### src/rtl/cmp4_pkg.sv
// Shared definitions for the comparator4-based window statistics stage.
package cmp4_pkg;

  localparam int SAMPLE_W = 4;

  typedef enum logic {
    FILL   = 1'b0,
    REPORT = 1'b1
  } state_e;

  // Smallest count width w with 2**w > win, so a count of win-1 never wraps.
  function automatic int min_cnt_w(input int win);
    int w;
    w = 1;
    while ((1 << w) <= win) w++;
    return w;
  endfunction

endpackage

### src/rtl/cmp4_window_stats_if.sv
// Sample input and window report handshakes of the window statistics stage.
interface cmp4_window_stats_if #(parameter int CNT_W = 5);
  import cmp4_pkg::*;

  logic                in_valid;
  logic                in_ready;
  logic [0:SAMPLE_W-1] in_data;
  logic                out_valid;
  logic                out_ready;
  logic [0:SAMPLE_W-1] max_val;
  logic [0:SAMPLE_W-1] min_val;
  logic [CNT_W-1:0]    cnt_rise;
  logic [CNT_W-1:0]    cnt_fall;
  logic [CNT_W-1:0]    cnt_eq;

  modport master (
    output in_valid, in_data, out_ready,
    input  in_ready, out_valid, max_val, min_val, cnt_rise, cnt_fall, cnt_eq
  );

  modport slave (
    input  in_valid, in_data, out_ready,
    output in_ready, out_valid, max_val, min_val, cnt_rise, cnt_fall, cnt_eq
  );

endinterface

### src/rtl/comparator4.sv
// Unsigned 4-bit magnitude comparator; bit 0 of each operand is the MSB.
module comparator4 (
  input  logic [0:3] a,
  input  logic [0:3] b,
  output logic       g,
  output logic       e,
  output logic       l
);

  assign g = (a > b);
  assign e = (a == b);
  assign l = (a < b);

endmodule

### src/rtl/cmp4_window_stats.sv
// Windowed max/min and rise/fall/equal statistics over a stream of 4-bit samples.
module cmp4_window_stats
  import cmp4_pkg::*;
#(
  parameter int WIN   = 16,
  parameter int CNT_W = 5
) (
  input logic                clk,
  input logic                rst,
  input logic                clr,
  cmp4_window_stats_if.slave bus
);

  localparam logic [CNT_W-1:0] LAST_IDX = CNT_W'(WIN - 1);
  localparam logic [CNT_W-1:0] ONE      = CNT_W'(1);

  state_e              state;
  logic [0:SAMPLE_W-1] prev, max_q, min_q;
  logic [CNT_W-1:0]    idx, rise_q, fall_q, eq_q;
  logic                first, valid_q;
  logic                gt_prev, eq_prev, lt_prev;
  logic                gt_max, eq_max, lt_max;
  logic                gt_min, eq_min, lt_min;
  logic                accept;

  comparator4 u_cmp_prev (.a(bus.in_data), .b(prev),  .g(gt_prev), .e(eq_prev), .l(lt_prev));
  comparator4 u_cmp_max  (.a(bus.in_data), .b(max_q), .g(gt_max),  .e(eq_max),  .l(lt_max));
  comparator4 u_cmp_min  (.a(bus.in_data), .b(min_q), .g(gt_min),  .e(eq_min),  .l(lt_min));

  // Gated by rst so the source sees no ready while the stage is held in reset.
  assign bus.in_ready  = (state == FILL) && !rst;
  assign accept        = bus.in_valid && (state == FILL);
  assign bus.out_valid = valid_q;
  assign bus.max_val   = max_q;
  assign bus.min_val   = min_q;
  assign bus.cnt_rise  = rise_q;
  assign bus.cnt_fall  = fall_q;
  assign bus.cnt_eq    = eq_q;

  // NOTE: every state register uses <= so all updates see pre-edge values.
  always_ff @(posedge clk or posedge rst) begin
    if (rst) begin
      state   <= FILL;
      prev    <= '0;
      max_q   <= '0;
      min_q   <= '0;
      idx     <= '0;
      rise_q  <= '0;
      fall_q  <= '0;
      eq_q    <= '0;
      first   <= 1'b1;
      valid_q <= 1'b0;
    end else if (clr) begin
      state   <= FILL;
      idx     <= '0;
      rise_q  <= '0;
      fall_q  <= '0;
      eq_q    <= '0;
      first   <= 1'b1;
      valid_q <= 1'b0;
    end else begin
      case (state)
        FILL: begin
          if (accept) begin
            if (first) begin
              max_q <= bus.in_data;
              min_q <= bus.in_data;
              first <= 1'b0;
            end else begin
              if (gt_prev) rise_q <= rise_q + ONE;
              if (eq_prev) eq_q   <= eq_q + ONE;
              if (lt_prev) fall_q <= fall_q + ONE;
              if (gt_max)  max_q  <= bus.in_data;
              if (lt_min)  min_q  <= bus.in_data;
            end
            prev <= bus.in_data;
            // The last sample's updates land on the same edge that raises the report.
            if (idx == LAST_IDX) begin
              state   <= REPORT;
              valid_q <= 1'b1;
            end else begin
              idx <= idx + ONE;
            end
          end
        end
        REPORT: begin
          if (bus.out_ready) begin
            state   <= FILL;
            valid_q <= 1'b0;
            idx     <= '0;
            rise_q  <= '0;
            fall_q  <= '0;
            eq_q    <= '0;
            first   <= 1'b1;
          end
        end
        default: state <= FILL;
      endcase
    end
  end

endmodule

### src/flat_wrapper.sv
// flat-port wrapper written by rule: the top's interface ports become plain ports
module cmp4_window_stats_flat import cmp4_pkg::*;
#(
  parameter int WIN   = 16,
  parameter int CNT_W = 5
)
  (clk, rst, clr, bus_in_valid, bus_in_data, bus_out_ready, bus_in_ready, bus_out_valid, bus_max_val, bus_min_val, bus_cnt_rise, bus_cnt_fall, bus_cnt_eq);
  cmp4_window_stats_if #(.CNT_W(CNT_W)) bus_i ();
  input logic clk;
  input logic rst;
  input logic clr;
  input wire logic [$bits(bus_i.in_valid)-1:0] bus_in_valid;
  input wire logic [$bits(bus_i.in_data)-1:0] bus_in_data;
  input wire logic [$bits(bus_i.out_ready)-1:0] bus_out_ready;
  output wire logic [$bits(bus_i.in_ready)-1:0] bus_in_ready;
  output wire logic [$bits(bus_i.out_valid)-1:0] bus_out_valid;
  output wire logic [$bits(bus_i.max_val)-1:0] bus_max_val;
  output wire logic [$bits(bus_i.min_val)-1:0] bus_min_val;
  output wire logic [$bits(bus_i.cnt_rise)-1:0] bus_cnt_rise;
  output wire logic [$bits(bus_i.cnt_fall)-1:0] bus_cnt_fall;
  output wire logic [$bits(bus_i.cnt_eq)-1:0] bus_cnt_eq;
  assign bus_i.in_valid = bus_in_valid;
  assign bus_i.in_data = bus_in_data;
  assign bus_i.out_ready = bus_out_ready;
  assign bus_in_ready = bus_i.in_ready;
  assign bus_out_valid = bus_i.out_valid;
  assign bus_max_val = bus_i.max_val;
  assign bus_min_val = bus_i.min_val;
  assign bus_cnt_rise = bus_i.cnt_rise;
  assign bus_cnt_fall = bus_i.cnt_fall;
  assign bus_cnt_eq = bus_i.cnt_eq;
  cmp4_window_stats #(.WIN(WIN), .CNT_W(CNT_W)) u_core (.clk(clk), .rst(rst), .clr(clr), .bus(bus_i));
endmodule
### config.mk
export PLATFORM = sky130hd
export DESIGN_NAME = cmp4_window_stats_flat
export DESIGN_NICKNAME = d
export VERILOG_FILES = /design/src/rtl/cmp4_pkg.sv /design/src/rtl/cmp4_window_stats_if.sv /design/src/rtl/comparator4.sv /design/src/rtl/cmp4_window_stats.sv /design/src/flat_wrapper.sv
export SDC_FILE = /design/constraint.sdc
export NUM_CORES = 1
export LEC_CHECK = 0
export ABC_AREA = 1
export BUFFER_PORTS_ARGS = -buffer_cell sky130_fd_sc_hd__buf_2
export CORE_MARGIN = 4
export CORE_UTILIZATION = 55
export CTS_BUF_LIST = sky130_fd_sc_hd__clkbuf_4 sky130_fd_sc_hd__clkbuf_8
export DETAILED_ROUTE_END_ITERATION = 8
export PLACE_DENSITY = 0.78
export SYNTH_ARGS = -nofsm -noshare
export SYNTH_HDL_FRONTEND = slang
export SYNTH_HIERARCHICAL = 1
export SYNTH_SLANG_ARGS = --single-unit
### constraint.sdc
create_clock -name clk -period 2.75 [get_ports clk]
set_clock_uncertainty 0.1 [all_clocks]
set_input_delay 0.275 -clock clk [delete_from_list [all_inputs] [get_ports clk]]
set_output_delay 0.275 -clock clk [all_outputs]
set_load 0.1 [all_outputs]
* After elaboration in Yosys (flattened, before gate mapping)
Cells that the tools add are included.
W data, S select, Z words.
** Operators by class
- $add $sub $neg :: 4
- $lt $le $gt $ge :: 4
- Equality and inequality tests :: 10
- Multiplexer cells :: 38
- Bitwise gates (word level) :: 2
- Reductions and logical operators :: 14
** Operator list (number)
- $mux W5 :: 16
- $pmux W5 S2 :: 4
- $add A5 B1 Y5 const B :: 4
- $reduce_and A4 Y1 :: 5
- $mux W4 :: 4
- $ne A3 B2 Y1 const B :: 4
- $ne A3 B3 Y1 const B :: 4
- $mux W1 :: 11
- $reduce_and A3 Y1 :: 3
- $gt A4 B4 Y1 :: 2
- $lt A4 B4 Y1 :: 2
- $pmux W1 S2 :: 3
- $eq A5 B4 Y1 const B :: 1
- $eq A4 B4 Y1 :: 1
- $reduce_bool A2 Y1 :: 2
- $logic_and A1 B1 Y1 :: 2
- $not A1 Y1 :: 2
- $reduce_and A2 Y1 :: 1
- $logic_not A1 Y1 :: 1
** Word-level totals
- Bits in registers :: 35
- Logic and storage cells :: 82

* Depth between registers and ports, before layout
Gate-level depths: netlist (run 1).
- Depth in word-level cells :: 6
- Mapped depth :: 13

* Cells and area by module
The synthesis (run 1) kept the hierarchy.
** Modules (own cells, without submodules)
- cmp4_window_stats :: times used 1, cells each 222, area an instance 1767.9 um2
- comparator4 :: times used 3, cells each 20, area an instance 115.1 um2

* Worst setup path before layout (run 1)
No wires, ideal clock.
- Path kind :: reg-to-reg
- Start :: register u_core.min_q (netlist bit u_core/bus.min_val[0])
- End :: register u_core.min_q (netlist bit u_core/bus.min_val[3])
- Library setup time :: 0.083 ns
- Data arrival time :: 1.969 ns
- Setup slack :: 0.598 ns
- Stages on the path, launching flop included :: 10
- Clock period less this slack :: 2.152 ns
- Cells stage by stage :: dfrtp_1 inv_1 ha_1 nand2_1 inv_1 nand2_1 and2_1 o21ai_2 nand2_1 o21ai_0
** Between the ends
- Cells in the longest elaborated chain, start to end :: 3
** RTL lines
- start, declared :: RTL line cmp4_window_stats.sv:18 : logic [0:SAMPLE_W-1] prev, max_q, min_q;
- start signal, assigned :: RTL line cmp4_window_stats.sv:67 : min_q <= bus.in_data;
- start signal, assigned :: RTL line cmp4_window_stats.sv:74 : if (lt_min) min_q <= bus.in_data;
- $lt A4 B4 Y1 :: RTL line comparator4.sv:12 : assign l = (a < b);
- via u_core.lt_min :: RTL line cmp4_window_stats.sv:23 : logic gt_min, eq_min, lt_min;
- $reduce_bool A2 Y1 (no source line)
- $reduce_and A4 Y1 (no source line)
The timed path passes the listed nets, and every way through them passes these cells.
A chain may end at the register's enable or synchronous reset.

* Worst setup path after layout (run 1)
- Start :: register u_core/prev[0] (netlist bit)
- End :: register u_core.fall_q[1] (netlist: u_core/bus.cnt_fall[1])
** Between the ends
- Cells in the longest elaborated chain, start to end :: 3
** RTL lines
- start, declared :: RTL line cmp4_window_stats.sv:18
- start signal, assigned :: RTL line cmp4_window_stats.sv:76 : prev <= bus.in_data;
- $lt A4 B4 Y1 :: RTL line comparator4.sv:12
- via u_core.lt_prev :: RTL line cmp4_window_stats.sv:21 : logic gt_prev, eq_prev, lt_prev;
- $ne A3 B2 Y1 (no source line)
- $reduce_and A4 Y1 (no source line)
- end signal, assigned :: RTL line cmp4_window_stats.sv:72 : if (lt_prev) fall_q <= fall_q + ONE;
- end, declared :: RTL line cmp4_window_stats.sv:19 : logic [CNT_W-1:0] idx, rise_q, fall_q, eq_q;
The timed path passes the listed nets, and every way through them passes these cells.

==> key figures, run 1 <==
Synth
  – Syn Nets: 304
  – Syn Area/Cell: 7.53 um2
  – Mapped Cells: 278
  – Netlist Area Pre-Place: 0.00209 mm2
  – Synth Warn #: 6

Clocking
  – Clk pin slew, worst setup/hold paths: 70 ps
  – Post-CTS Setup Repair Bufs: 0
  – Hold Buf Count CTS: 0
  – H-tree depth: 2
  – Clock latency on the worst-skew pair: 280 ps
  – # clock sinks: 35
  – Root buf cell: clkbuf_8
  – Clock Path Buffers: 2
  – CTS tree: yes
  – CTS Buf Count: 5
  – PostCTS Resize Cnt: 0

Cells and area
  – Final instance area: 0.00241 mm2
  – Antenna cell count: 0
  – Layout cells sized above 1: 20.1%
  – Final nets: 344
  – Layout Utilization: 65.8%
  – Area growth, synth to finish: 15.1%

Floorplan
  – Initial cell density of the core: 57.2%
  – Die H: 69.7 um
  – Core ar.: 0.00366 mm2
  – Die width: 69.7 um
  – FP Rows: 22
  – Die area: 0.00486 mm2
  – Io pins: 34

Worst setup path
  – CP Capture Type: register
  – Required time worst endpoint: 2810 ps
  – Worst EP arrival: 1790 ps
  – CP Max Fanout: 8
  – CP Buf/Inv Count: 2
  – Worst Path Class, Setup: reg2reg
  – CP max stage delay: 350 ps
  – Crit path launch type: register
  – Cell family with most CP delay: compound AO/OA/AOI/OAI gates
  – Worst-path cell chain: inv_1 -> ha_1 -> a21oi_1 -> and2_1 -> inv_1 -> o21ai_0 -> nand2_2 -> nand2_1 -> o21ai_0
  – Worst path slowest cell: dfrtp_1

Global routing
  – Overflow after GRT: 0
  – Initial antenna violation count: 0
  – Global-route wire length before repair: 7300 um
  – GRT Total Usage: 18.5%
  – Number of global-route vias before repair: 1687
  – Largest net degree at the start of global routing: 23

Timing
  – Setup Viol. Count Final: 0
  – Final hold violations: 0
  – Unrepaired setup endpoints after global routing: false
  – Relative slew slack: 44.6%
  – Fin Setup TNS: 0 ps
  – Pins Over Slew Limit: 0
  – Slew @ Worst Pin: 830 ps
  – Max Freq: 578 MHz
  – Crit share post-route: 62.9%
  – Hold WS: 61.6 ps
  – Min Clock Period, post-route: 1730 ps

Power
  – Clock share of power: 21.9%
  – Switching power: 0.772 mW
  – Peak supply drop: 0.490 mV
  – Logic pwr share: 39.9%
  – Pint: 0.924 mW
  – Power per cell area: 704 mW/mm2
  – Leakage: 1.36 nW
  – Switching share of power: 45.5%
  – Sequential power share: 38.1%

Routing
  – Post-route ant nets: 0
  – Post-route DRC: 0
  – Initial drt markers: 145
  – Avg WL per Cell: 11.2 um
  – Total wire length: 4110 um
  – Vias per cell: 4.92
  – DR vias: 1804
  – Drt pass-1 iters: 4

Placement
  – Port-buffer cells: 33
  – Global placement routability congestion: 0.816
  – DP Area: 0.00232 mm2
  – DP HPWL: 3090 um

Job
  – Number of maximum-capacitance violations: 0

Status
  – Status: complete, no violations

Worst hold path
  – Hold crit path type: in2async
final timing paths:
path | from | depth (start not counted) | slack, ps | to
max | u_core/prev[0] | 9 | 1020 | u_core/bus.cnt_fall[1]
min in group clk | bus_out_ready | 3 | 180 | u_core/first
min | rst | 2 | 60 | u_core/idx[4]
max in group asynchronous | rst | 3 | 1790 | u_core/first
max reg2reg | u_core/prev[0] | 9 | 1020 | u_core/bus.cnt_fall[1]
min reg2reg | u_core/prev[2] | 2 | 390 | u_core/prev[2]
per-stage QoR:
step	instances	total power, mW	setup WS (ps)
floorplan	278	1.21	635
global placement	359	1.32	1020
detailed placement	359	1.33	974
CTS	367	1.71	1020
global route	367	1.80	825
finish	367	1.70	1020
power groups by stage:
| stage | logic [mW] | clock network (mW) | registers [mW] |
|---|---|---|---|
| 2_1_floorplan | 0.211 | 0 | 0.997 |
| 3_3_place_gp | 0.667 | 0 | 0.653 |
| 3_5_place_dp | 0.680 | 0 | 0.653 |
| 4_1_cts | 0.680 | 0.382 | 0.646 |
| 5_1_grt | 0.734 | 0.412 | 0.657 |
| 6_report | 0.677 | 0.372 | 0.647 |
cells in the final DEF, fill, tap and decap left out:
cell,count
o21ai_1,3
nand2_1,81
dfrtp_1,34
clkbuf_8,5
inv_1,46
nand3_1,14
nor2_4,1
o21a_1,1
nor2_1,17
buf_2,33
dfstp_2,1
buf_4,2
o21ai_0,24
inv_2,4
nor2_2,1
and2_1,2
clkbuf_4,3
a21oi_2,1
nand4_1,10
ha_1,17
or2_2,4
nand2_2,6
o21ai_2,3
a21oi_1,6
area by class of cell:
cell class | instances | area [um2]
Timing Repair Buffer | 35 | 180
Multi-Input combinational cell | 191 | 1010
Sequential cell | 35 | 877
Tap cell | 48 | 60.1
Fill cell | 322 | 1250
Inverter | 50 | 188
Clock buffer | 8 | 91.3
state kept, by name, indices dropped and copies added, names as in the netlist:
name	count
u_core/first	1
u_core/bus.max_val	4
u_core/bus.cnt_fall	5
u_core/state	1
u_core/bus.min_val	4
u_core/bus.cnt_eq	5
u_core/bus.cnt_rise	5
u_core/idx	5
u_core/prev	4
u_core/bus.out_valid	1
routing by layer:
layer	wire, um	global-route usage [%]	vias to the layer above
li1	-	-	957
met5	0	0	-
met2	1920	28.3	38
met1	1950	24.9	805
met3	198	4.93	4
met4	42	7.45	0
No activity file was read; power rests on OpenSTA's default activity.
==> run 2, diff against run 1 <==
- clock period: 2.75 -> 1.73 ns (I/O delays scaled with it)
==> run 2 against run 1 <==
Via count up 6.0%. Register-to-register slack worse by 990 ps. Critical path depth up 2. Global-route usage up 0.42 points. Maximum frequency up 1.8%. Combinational power up 73%. Clock power up 50%. Clock-buffer cell count down 3. Sequential power up 64%. Worst setup slack worse by 990 ps. Wire length up 12%.
==> key figures, run 2 (synthesized netlist as in run 1, its figures left out) <==
Clocking
  – Clock latency on the worst-skew pair: 290 ps (was 280 ps)
  – Clk pin slew, worst setup/hold paths: 70 ps (about the same)
  – CTS tree: yes (unchanged)
  – H-tree depth: 2 (unchanged)
  – # clock sinks: 35 (unchanged)
  – Clock Path Buffers: 2 (unchanged)
  – Root buf cell: clkbuf_8 (unchanged)
  – CTS Buf Count: 5 (unchanged)

Status
  – Status: complete, no violations (unchanged)

Timing
  – Relative slew slack: 67.8% (was 44.6%)
  – Setup Viol. Count Final: 0 (unchanged)
  – Pins Over Slew Limit: 0 (unchanged)
  – Max Freq: 588 MHz (was 578 MHz)
  – Slew @ Worst Pin: 487 ps (was 830 ps)
  – Crit share post-route: 98.3% (was 62.9%)
  – Min Clock Period, post-route: 1700 ps (was 1730 ps)
  – Hold WS: 79.6 ps (was 61.6 ps)
  – Final hold violations: 0 (unchanged)

Worst setup path
  – Setup crit end: u_core/bus.cnt_rise[1] (was u_core/bus.cnt_fall[1])
  – Crit path launch type: register (unchanged)
  – Required time worst endpoint: 1800 ps (was 2810 ps)
  – Worst R2R End: u_core/bus.cnt_rise[1] (was u_core/bus.cnt_fall[1])
  – Worst EP arrival: 1770 ps (was 1790 ps)
  – R2R Setup Slk: 30 ps (was 1020 ps)
  – CP Capture Type: register (unchanged)
  – Worst Path Class, Setup: reg2reg (unchanged)
  – Register-to-Register Path Depth: 11 (was 9)
  – CP Max Fanout: 8 (unchanged)
  – Critical R2R Launch: u_core/prev[1] (was u_core/prev[0])
  – Crit path from: u_core/prev[1] (was u_core/prev[0])

Routing
  – DR vias: 1913 (was 1804)
  – Avg WL per Cell: 12.3 um (was 11.2 um)
  – Post-route DRC: 0 (unchanged)
  – Vias per cell: 5.14 (was 4.92)
  – Initial drt markers: 152 (was 145)
  – Total wire length: 4590 um (was 4110 um)
  – Drt pass-1 iters: 4 (unchanged)
  – Post-route ant nets: 0 (unchanged)

Cells and area
  – Final nets: 349 (was 344)
  – Antenna cell count: 0 (unchanged)
  – Commonest non-fill, non-tap cell in the layout: nand2_1 (unchanged)
  – Layout cells sized above 1: 31.5% (was 20.1%)
  – Commonest non-fill, non-tap cells in the layout: nand2_1, inv_1, buf_2, dfrtp_1 (was nand2_1, inv_1, dfrtp_1, buf_2, o21ai_0)
  – Area growth, synth to finish: 23.0% (was 15.1%)
  – FILL cells: 292 (was 322)
  – Non-filler instance count after layout: 372 (was 367)

Floorplan
  – Die H: 69.7 um (unchanged)
  – Die width: 69.7 um (unchanged)
  – FP Rows: 22 (unchanged)
  – Io pins: 34 (unchanged)
  – Core ar.: 0.00366 mm2 (unchanged)
  – Die area: 0.00486 mm2 (unchanged)
  – Initial cell density of the core: 57.2% (unchanged)

Power
  – Power per cell area: 1080 mW/mm2 (was 704 mW/mm2)
  – Peak supply drop: 0.763 mV (was 0.490 mV)
  – Leakage: 1.37 nW (was 1.36 nW)

Global routing
  – Overflow after GRT: 0 (unchanged)
  – Number of global-route vias before repair: 1763 (was 1687)
  – GRT Total Usage: 18.9% (was 18.5%)
  – Global-route wire length before repair: 7530 um (was 7300 um)
  – Initial antenna violation count: 0 (unchanged)
  – Largest net degree at the start of global routing: 36 (was 23)

Job
  – Number of maximum-capacitance violations: 0 (unchanged)

Placement
  – Port-buffer cells: 33 (unchanged)
  – Placed insts: 359 (unchanged)
  – DP HPWL: 3160 um (was 3090 um)
  – Global placement routability congestion: 0.825 (was 0.816)

Worst hold path
  – Hold crit path type: in2reg (was in2async)
[run 2: changes by cell type in the layout (fill, tap and decap cells not counted), moves of 5 or more]
cell / delta
dfrtp_1: -14
dfrtp_2: +8
dfrtp_4: +6
ha_1: -5
ha_4: +5
inv_1: -5
inv_2: +5
o21ai_0: -9
o21ai_1: +6
[run 2: per-layer routing]
layer	vias up	global-route usage [%]	wire length [um]
met5	-	0	0
met2	48	31.0	2320
met3	6	4.93	206
met4	0	7.02	46
met1	891	24.0	2020
li1	968	-	-
[run 2: layout make-up]
class | count | area, um2 | share of cell area (%)
Tap cell | 48 | 60.1 | 2.33
Multi-Input combinational cell | 191 | 1110 | 43.3
Inverter | 50 | 188 | 7.29
Sequential cell | 35 | 910 | 35.3
Clock buffer | 5 | 68.8 | 2.67
Timing Repair Buffer | 40 | 220 | 8.55
Clock inverter | 3 | 15.0 | 0.583
[run 2: how the worst min path moves through the flow]
stage / from / to / slack [ps] / cells after the start
after global placement: rst / u_core/idx[4] / 210 / 3
after CTS: bus_out_ready / u_core/first / 60 / 3
after floorplan: bus_out_ready / u_core/first / 210 / 2
after global routing: bus_out_ready / u_core/first / 70 / 3
after detailed placement: rst / u_core/idx[4] / 210 / 3
final: bus_out_ready / u_core/first / 80 / 3
[run 2: worst max-delay path, cell delays in order, from the launching register on]
cell and delay, ps:
dfrtp_1 380, inv_2 60, ha_4 260, nand2_2 60, inv_1 60, nand2_1 60, a21oi_1 120, inv_1 60
o21ai_2 130, nand2_2 130, nand2_1 90, o21ai_0 70
[run 2: stage by stage]
stage,util [%],setup slack (ps),TNS (ps),cell area [um2],power [mW]
5_1_grt,70.4,-74.4,-505,2580,2.95
3_5_place_dp,64.6,22.3,0,2370,2.15
2_1_floorplan,-,-27.2,-61.1,2140,1.96
4_1_cts,67.2,22.1,0,2460,2.72
6_report,70.4,28.8,0,2580,2.78
3_3_place_gp,64.6,59.3,0,2370,2.13
[run 2: what timing repair did]
item,4_1_cts,5_1_grt
hold buffers,1,0
setup buffers,0,4
setup endpoints to repair,0,26
gates resized for setup,0,22
endpoints found under the hold margin,34,0
[run 2: power breakdown]
part / internal, mW / leakage (nW) / switching [mW] / total, mW
logic: 0.264 / 0.883 / 0.903 / 1.17
clock network: 0.275 / 0.0477 / 0.282 / 0.557
registers: 0.944 / 0.440 / 0.114 / 1.06
